$ cat config.mk
export PLATFORM = sky130hd
export DESIGN_NAME = pe_fetch
export DESIGN_NICKNAME = d
export VERILOG_FILES = /design/src/rtl/pe_fetch.sv
export SDC_FILE = /design/constraint.sdc
export NUM_CORES = 1
export LEC_CHECK = 0
export BUFFER_PORTS_ARGS = -buffer_cell sky130_fd_sc_hd__buf_2
export CAP_MARGIN = 40
export CORE_MARGIN = 10
export CORE_UTILIZATION = 25
export CTS_BUF_LIST = sky130_fd_sc_hd__clkbuf_16
export DETAILED_ROUTE_END_ITERATION = 8
export SLEW_MARGIN = 10
export SYNTH_ARGS = -nofsm -noshare
export SYNTH_HDL_FRONTEND = slang
export SYNTH_SLANG_ARGS = --single-unit
$ cat constraint.sdc
create_clock -name clk_i -period 4 [get_ports clk_i]
set_clock_uncertainty 0.05 [all_clocks]
set_input_delay 0.2 -clock clk_i [delete_from_list [all_inputs] [get_ports clk_i]]
set_output_delay 0.2 -clock clk_i [all_outputs]
set_load 0.1 [all_outputs]
$ cat src/rtl/pe_fetch.sv
// Sequential bus fetch front end: single-outstanding read master feeding a
// DEPTH-entry prefetch FIFO, with redirect flush and registered head outputs.
module pe_fetch #(
  parameter int                AD_LEN    = 32,
  parameter int                BUS_WIDTH = 32,
  parameter int                DEPTH     = 4,
  parameter logic [AD_LEN-1:0] RESET_AD  = '0
) (
  input  logic                 clk_i,
  input  logic                 reset_i,
  input  logic [BUS_WIDTH-1:0] bus_data_i,
  input  logic                 bus_ack_i,
  output logic                 bus_req_o,
  output logic [AD_LEN-1:0]    bus_ad_o,
  input  logic                 redirect_i,
  input  logic [AD_LEN-1:0]    redirect_ad_i,
  output logic [BUS_WIDTH-1:0] insn_o,
  output logic [AD_LEN-1:0]    insn_ad_o,
  output logic                 insn_valid_o,
  input  logic                 insn_ready_i
);

  localparam int                PTR_W   = $clog2(DEPTH);
  localparam int                CNT_W   = PTR_W + 1;
  localparam int                OFF_W   = $clog2(BUS_WIDTH / 8);
  localparam logic [AD_LEN-1:0] STEP    = AD_LEN'(BUS_WIDTH / 8);
  localparam logic [AD_LEN-1:0] AD_MASK = {AD_LEN{1'b1}} << OFF_W;

  typedef enum logic {
    ST_FETCH = 1'b0,
    ST_FULL  = 1'b1
  } state_t;

  state_t               state_reg, state_next;
  logic                 req_reg, req_next;
  logic [AD_LEN-1:0]    ad_reg, ad_next;
  logic [CNT_W-1:0]     count_reg, count_next;
  logic [PTR_W-1:0]     rd_ptr_reg, rd_ptr_next;
  logic [PTR_W-1:0]     wr_ptr_reg, wr_ptr_next;
  logic [BUS_WIDTH-1:0] insn_reg, insn_next;
  logic [AD_LEN-1:0]    insn_ad_reg, insn_ad_next;
  logic                 valid_reg, valid_next;

  logic [BUS_WIDTH-1:0] mem_data [DEPTH];
  logic [AD_LEN-1:0]    mem_ad   [DEPTH];

  logic push, pop, wr_en;

  // An ack only counts against a request we actually issued.
  assign push  = bus_ack_i && req_reg;
  assign pop   = valid_reg && insn_ready_i;
  assign wr_en = push && !redirect_i;

  always_comb begin
    state_next   = state_reg;
    req_next     = req_reg;
    ad_next      = ad_reg;
    count_next   = count_reg;
    rd_ptr_next  = rd_ptr_reg;
    wr_ptr_next  = wr_ptr_reg;
    insn_next    = '0;
    insn_ad_next = '0;
    valid_next   = 1'b0;

    if (redirect_i) begin
      state_next  = ST_FETCH;
      req_next    = 1'b0;
      ad_next     = redirect_ad_i & AD_MASK;
      count_next  = '0;
      rd_ptr_next = '0;
      wr_ptr_next = '0;
    end else begin
      if (push) begin
        wr_ptr_next = wr_ptr_reg + 1'b1;
        ad_next     = ad_reg + STEP;
      end
      if (pop) begin
        rd_ptr_next = rd_ptr_reg + 1'b1;
      end
      count_next = count_reg + CNT_W'(push) - CNT_W'(pop);

      case (state_reg)
        ST_FETCH: if (push && !pop && count_reg == CNT_W'(DEPTH - 1)) state_next = ST_FULL;
        ST_FULL:  if (pop) state_next = ST_FETCH;
        default:  state_next = ST_FETCH;
      endcase
      req_next = (state_next == ST_FETCH);

      // A word pushed into an otherwise empty buffer bypasses the array.
      if (count_next != '0) begin
        valid_next = 1'b1;
        if (push && count_next == CNT_W'(1)) begin
          insn_next    = bus_data_i;
          insn_ad_next = ad_reg;
        end else begin
          insn_next    = mem_data[rd_ptr_next];
          insn_ad_next = mem_ad[rd_ptr_next];
        end
      end
    end
  end

  always_ff @(posedge clk_i) begin
    if (wr_en) begin
      mem_data[wr_ptr_reg] <= bus_data_i;
      mem_ad[wr_ptr_reg]   <= ad_reg;
    end
  end

  always_ff @(posedge clk_i) begin
    if (reset_i) begin
      state_reg   <= ST_FETCH;
      req_reg     <= 1'b0;
      ad_reg      <= RESET_AD;
      count_reg   <= '0;
      rd_ptr_reg  <= '0;
      wr_ptr_reg  <= '0;
      insn_reg    <= '0;
      insn_ad_reg <= '0;
      valid_reg   <= 1'b0;
    end else begin
      state_reg   <= state_next;
      req_reg     <= req_next;
      ad_reg      <= ad_next;
      count_reg   <= count_next;
      rd_ptr_reg  <= rd_ptr_next;
      wr_ptr_reg  <= wr_ptr_next;
      insn_reg    <= insn_next;
      insn_ad_reg <= insn_ad_next;
      valid_reg   <= valid_next;
    end
  end

  assign bus_req_o    = req_reg;
  assign bus_ad_o     = ad_reg;
  assign insn_o       = insn_reg;
  assign insn_ad_o    = insn_ad_reg;
  assign insn_valid_o = valid_reg;

endmodule

==> impl_summary.txt <==
----------------------------------------------------
[Status]
  Status ... complete, no violations

[Clocking]
  TritonCTS buffer count ... 42
  Clock buffer depth ... 3
  Setup Buffers After CTS ... 0
  CTS Sinks ... 350
  Clock slew seen by the registers of the worst setup and hold paths ... 0.06 ns
  CTS tree ... done
  Clock H-tree levels ... 2
  Clk Tree Root Cell ... sky130_fd_sc_hd__clkbuf_16
  Clock insertion delay at the later pin of the skew report ... 0.58 ns

[Worst setup path]
  Worst r2r dst ... insn_o[29]
  Beginning of the worst register-to-register path ... bus_req_o
  Sort of element at the start of the critical path ... register
  Critical Path AT ... 3.61 ns
  Largest stage delay, worst path ... 0.48 ns
  Worst setup EP type ... register
  Crit-path max FO ... 25
  Required @ worst endpoint ... 4.45 ns
  Cell count of the worst reg-to-reg path ... 11
  Setup slack of the most critical reg-to-reg path ... 0.84 ns
  Series of cell instances along the critical path ... and2_1, ha_1, inv_1, ha_1, inv_1, fa_1, xnor3_1, nand2_1, nor3b_2, buf_4, a32o_1
  Cell at the slowest stage of the critical path ... sky130_fd_sc_hd__xnor3_1
  Kind of critical path ... reg2reg

[Timing]
  Final Max Slew Viols ... 0
  Max-slew headroom at the worst pin ... 37.75%
  RSZ-0062 raised after global routing ... no
  Final setup violating endpoints ... 0
  Share of the clock period used by the worst path after layout ... 78.90%
  Worst Slack Setup Final ... 0.8442 ns
  Period minus WS final ... 3.156 ns
  Number of endpoints with negative hold slack in the final report ... 0
  Post-Route Setup TNS ... 0 ns
  Fmax ... 316.9 MHz
  Actual transition at the worst max-transition pin ... 0.9338 ns

[Final layout]
  Final instance area ... 18930 µm²
  Number of nets in the layout ... 1469
  Ratio of cells with drive above 1 in the final layout ... 23.30%
  Finished Layout Cells ... 2207
  Area growth from synthesis to layout ... 24.65%
  Max reg flops ... 128
  Top reg by flops ... mem_data
  Number of diodes ... 0

[Power and ir drop]
  Static leakage power ... 6.176 nW
  NetSw ... 2.265 mW
  Sequential share of power ... 46.5%
  Clock power frac ... 44.3%
  Worst supply voltage drop on vdd ... 0.2644 mV
  Combinational share of power ... 9.2%
  Areal power density over the cells ... 459.2 nW/µm²
  Switching Fraction ... 26.06%
  Design internal power ... 6.427 mW

[Floorplan]
  DIE AREA ... 71000 µm²
  Core Footprint ... 60250 µm²
  Core Rows ... 90
  Initial standard-cell utilization of the core ... 25.21%
  Die height ... 266.5 µm
  Ports ... 167
  Width of the chip ... 266.5 µm

[Yosys]
  Fraction of the yosys area taken by sequential cells ... 62.49%
  Library cells used by synthesis ... 57
  Average cell area after synthesis ... 12.53 µm²
  Async SR Flop Fraction ... 0%
  Share of Yosys cell area claimed by the top area cell type ... 49.04%
  Post-synth EDFFs ... 248
  Area of the mapped netlist ... 15190 µm²
  Post-synth top area cell ... sky130_fd_sc_hd__edfxtp_1
  Mapped Cells ... 1212
  Register bit total from synthesis ... 350
  Flip-flop cell with the highest count after synthesis ... sky130_fd_sc_hd__edfxtp_1
  Top cells by area, synth ... sky130_fd_sc_hd__edfxtp_1 49%, sky130_fd_sc_hd__dfxtp_1 13%, sky130_fd_sc_hd__mux2_2 4.8%, sky130_fd_sc_hd__o21ai_0 4.2%, sky130_fd_sc_hd__a32o_1 4.0%
  Number of warnings reported in the yosys synthesis log ... 0

[GRT]
  Number of antenna violations at the first check in global routing ... 1
  Total Routing Usage GR ... 12.89%
  Remaining global-route overflow ... 0
  Via count of the first global-routing pass ... 11970
  First-pass GRT wire length ... 71640 µm
  Maximum number of pins on one net before global-route repair ... 102

[Place]
  Port Buffers ... 160
  Last weighted congestion value of the routability-driven placer ... 0.7618
  Number of placed cells counting well taps ... 2065
  Pre-CTS setup slack ... 0.8628 ns
  Total half-perimeter wirelength after legalization and detailed placement ... 27910 µm
  Placed Area ... 16890 µm²

[Run]
  Number of max-cap violations ... 0

[Routing]
  Starting DRC count in detailed routing ... 1103
  Total met2 wirelength after detailed routing ... 22390 µm
  Detailed-routed wire length on met3 ... 2889 µm
  Post-DR vias/cell ... 5.268
  Total routed wire length on the met1 layer ... 20810 µm
  DRC violations left ... 0
  Total number of vias ... 11630
  Highest metal layer used by the detailed router ... met4
  Number of iterations in the first detailed-routing pass ... 5
  Post-route ant nets ... 0
  Sum of routed wire length over all layers ... 46950 µm
  Wirelength per Cell ... 21.27 µm

[Min path]
  Min-Delay Endpoint ... bus_ad_o[14]
  Hold Path Class ... in2reg
  Hold path start ... reset_i
  Cell depth of the worst hold path ... 2

----------------------------------------------------
through the flow:
stage               power, mW  hold slack [ns]  util (%)
floorplan               4.639           0.2489         -
global placement        4.851           0.3871     27.90
detailed placement      4.871           0.3922     28.03
CTS                     8.798           0.1259     31.37
global route            8.994           0.1774     31.42
finish                  8.692           0.1637     31.42
worst max-delay path by stage:
stage | start | end | slack (ns) | cells past startpoint
2_1_floorplan | insn_valid_o | insn_ad_o[4] | 0.04 | 15
3_5_place_dp | insn_valid_o | insn_o[0] | 0.86 | 7
3_3_place_gp | insn_valid_o | insn_o[0] | 0.91 | 7
4_1_cts | insn_valid_o | insn_o[0] | 0.84 | 7
5_1_grt | bus_req_o | insn_o[28] | 0.71 | 10
6_report | bus_req_o | insn_o[29] | 0.84 | 11
kinds of logic (layout without fill, tap and decap cells):
| kind of cell | Yosys count | in the layout | share of synthesized area, % |
|---|---|---|---|
| compound gates | 360 | 360 | 16.75 |
| flops | 350 | 350 | 62.49 |
| simple gates | 275 | 275 | 10.51 |
| buf+inv | 137 | 347 | 3.559 |
| mux | 67 | 67 | 5.034 |
| xor+xnor | 13 | 13 | 0.8404 |
| fa+ha+maj | 9 | 9 | 0.7910 |
| other cells | 1 | 4 | 0.02469 |
synth_stat cells, types with 5 or more instances:
master,instances
sky130_fd_sc_hd__nor2_1,36
sky130_fd_sc_hd__nor4_1,10
sky130_fd_sc_hd__o22ai_1,61
sky130_fd_sc_hd__edfxtp_1,248
sky130_fd_sc_hd__o21ai_0,127
sky130_fd_sc_hd__a32o_1,61
sky130_fd_sc_hd__xor2_1,5
sky130_fd_sc_hd__a211oi_1,12
sky130_fd_sc_hd__nor2b_1,6
sky130_fd_sc_hd__nand3_1,12
sky130_fd_sc_hd__inv_1,16
sky130_fd_sc_hd__o31ai_1,8
sky130_fd_sc_hd__a21oi_1,8
sky130_fd_sc_hd__ha_1,8
sky130_fd_sc_hd__or4_1,6
sky130_fd_sc_hd__clkbuf_1,96
sky130_fd_sc_hd__o221ai_1,62
sky130_fd_sc_hd__and3_1,9
sky130_fd_sc_hd__dfxtp_1,102
sky130_fd_sc_hd__and4_1,8
sky130_fd_sc_hd__nor3_1,71
sky130_fd_sc_hd__nor3b_1,65
sky130_fd_sc_hd__nand4_1,10
sky130_fd_sc_hd__a311oi_1,11
sky130_fd_sc_hd__xnor2_1,7
sky130_fd_sc_hd__mux2_2,65
sky130_fd_sc_hd__buf_1,16
sky130_fd_sc_hd__nand2_1,24
power by group through the flow:
stage	registers, mW	logic, mW	clock network [mW]
final	4.05	0.798	3.85
after global placement	4.12	0.731	0
after global routing	4.06	0.841	4.10
after detailed placement	4.12	0.748	0
after floorplan	4.41	0.225	0
after CTS	4.05	0.799	3.95
repair_timing:
| action | 4_1_cts | 5_1_grt |
|---|---|---|
| resized for setup | 0 | 0 |
| hold buffers | 62 | 0 |
| endpoints found under the hold margin | 190 | 0 |
cell usage in the layout, fill, tap and decap left out, types with 4 or more instances in the layout:
cell and n:
sky130_fd_sc_hd__edfxtp_1 248, sky130_fd_sc_hd__buf_2 161, sky130_fd_sc_hd__o21ai_0 127, sky130_fd_sc_hd__dfxtp_1 99, sky130_fd_sc_hd__nor3_1 71, sky130_fd_sc_hd__mux2_2 65
sky130_fd_sc_hd__nor3b_1 64, sky130_fd_sc_hd__o221ai_1 62, sky130_fd_sc_hd__dlygate4sd3_1 62, sky130_fd_sc_hd__o22ai_1 61, sky130_fd_sc_hd__a32o_1 61, sky130_fd_sc_hd__clkbuf_16 43
sky130_fd_sc_hd__nor2_1 36, sky130_fd_sc_hd__inv_1 24, sky130_fd_sc_hd__nand2_1 24, sky130_fd_sc_hd__buf_4 20, sky130_fd_sc_hd__nand3_1 12, sky130_fd_sc_hd__a211oi_1 12
sky130_fd_sc_hd__a311oi_1 11, sky130_fd_sc_hd__nand4_1 10, sky130_fd_sc_hd__nor4_1 10, sky130_fd_sc_hd__clkinv_1 10, sky130_fd_sc_hd__and4_1 8, sky130_fd_sc_hd__a21oi_1 8
sky130_fd_sc_hd__o31ai_1 8, sky130_fd_sc_hd__ha_1 8, sky130_fd_sc_hd__xnor2_1 7, sky130_fd_sc_hd__nor2b_1 6, sky130_fd_sc_hd__or4_1 6, sky130_fd_sc_hd__buf_12 6
sky130_fd_sc_hd__and3_1 5, sky130_fd_sc_hd__xor2_1 5, sky130_fd_sc_hd__clkinv_2 5, sky130_fd_sc_hd__bufinv_16 5, sky130_fd_sc_hd__and3_4 4, sky130_fd_sc_hd__or3_1 4
sky130_fd_sc_hd__conb_1 4
worst max-delay path: cells and delay by family, from the launching register on:
| family | cells | cell delay, ns |
|---|---|---|
| buffers and inverters | 3 | 0.52 |
| and+or+nand+nor | 3 | 0.67 |
| xor gates and xnor gates | 1 | 0.48 |
| adders and majority gates | 3 | 0.77 |
| DFF | 1 | 0.40 |
| AOI/OAI and AO/OA | 1 | 0.18 |
layout make-up:
type	instances	area, µm²
clock buffers	43	1076
clock inverters	35	314.1
fillers	5949	41320
inverters	17	66.31
multi-input cells	728	5218
flip-flops and latches	350	9498
well taps	782	978.4
repair buffers	252	1779
routing by layer:
layer / vias up / track usage (%)
li1: 5228 / -
met1: 5890 / 16.63
met2: 446 / 21.39
met3: 62 / 2.485
met4: 0 / 4.138
met5: - / 0
Note: power is estimated with default switching activity, not from simulation.
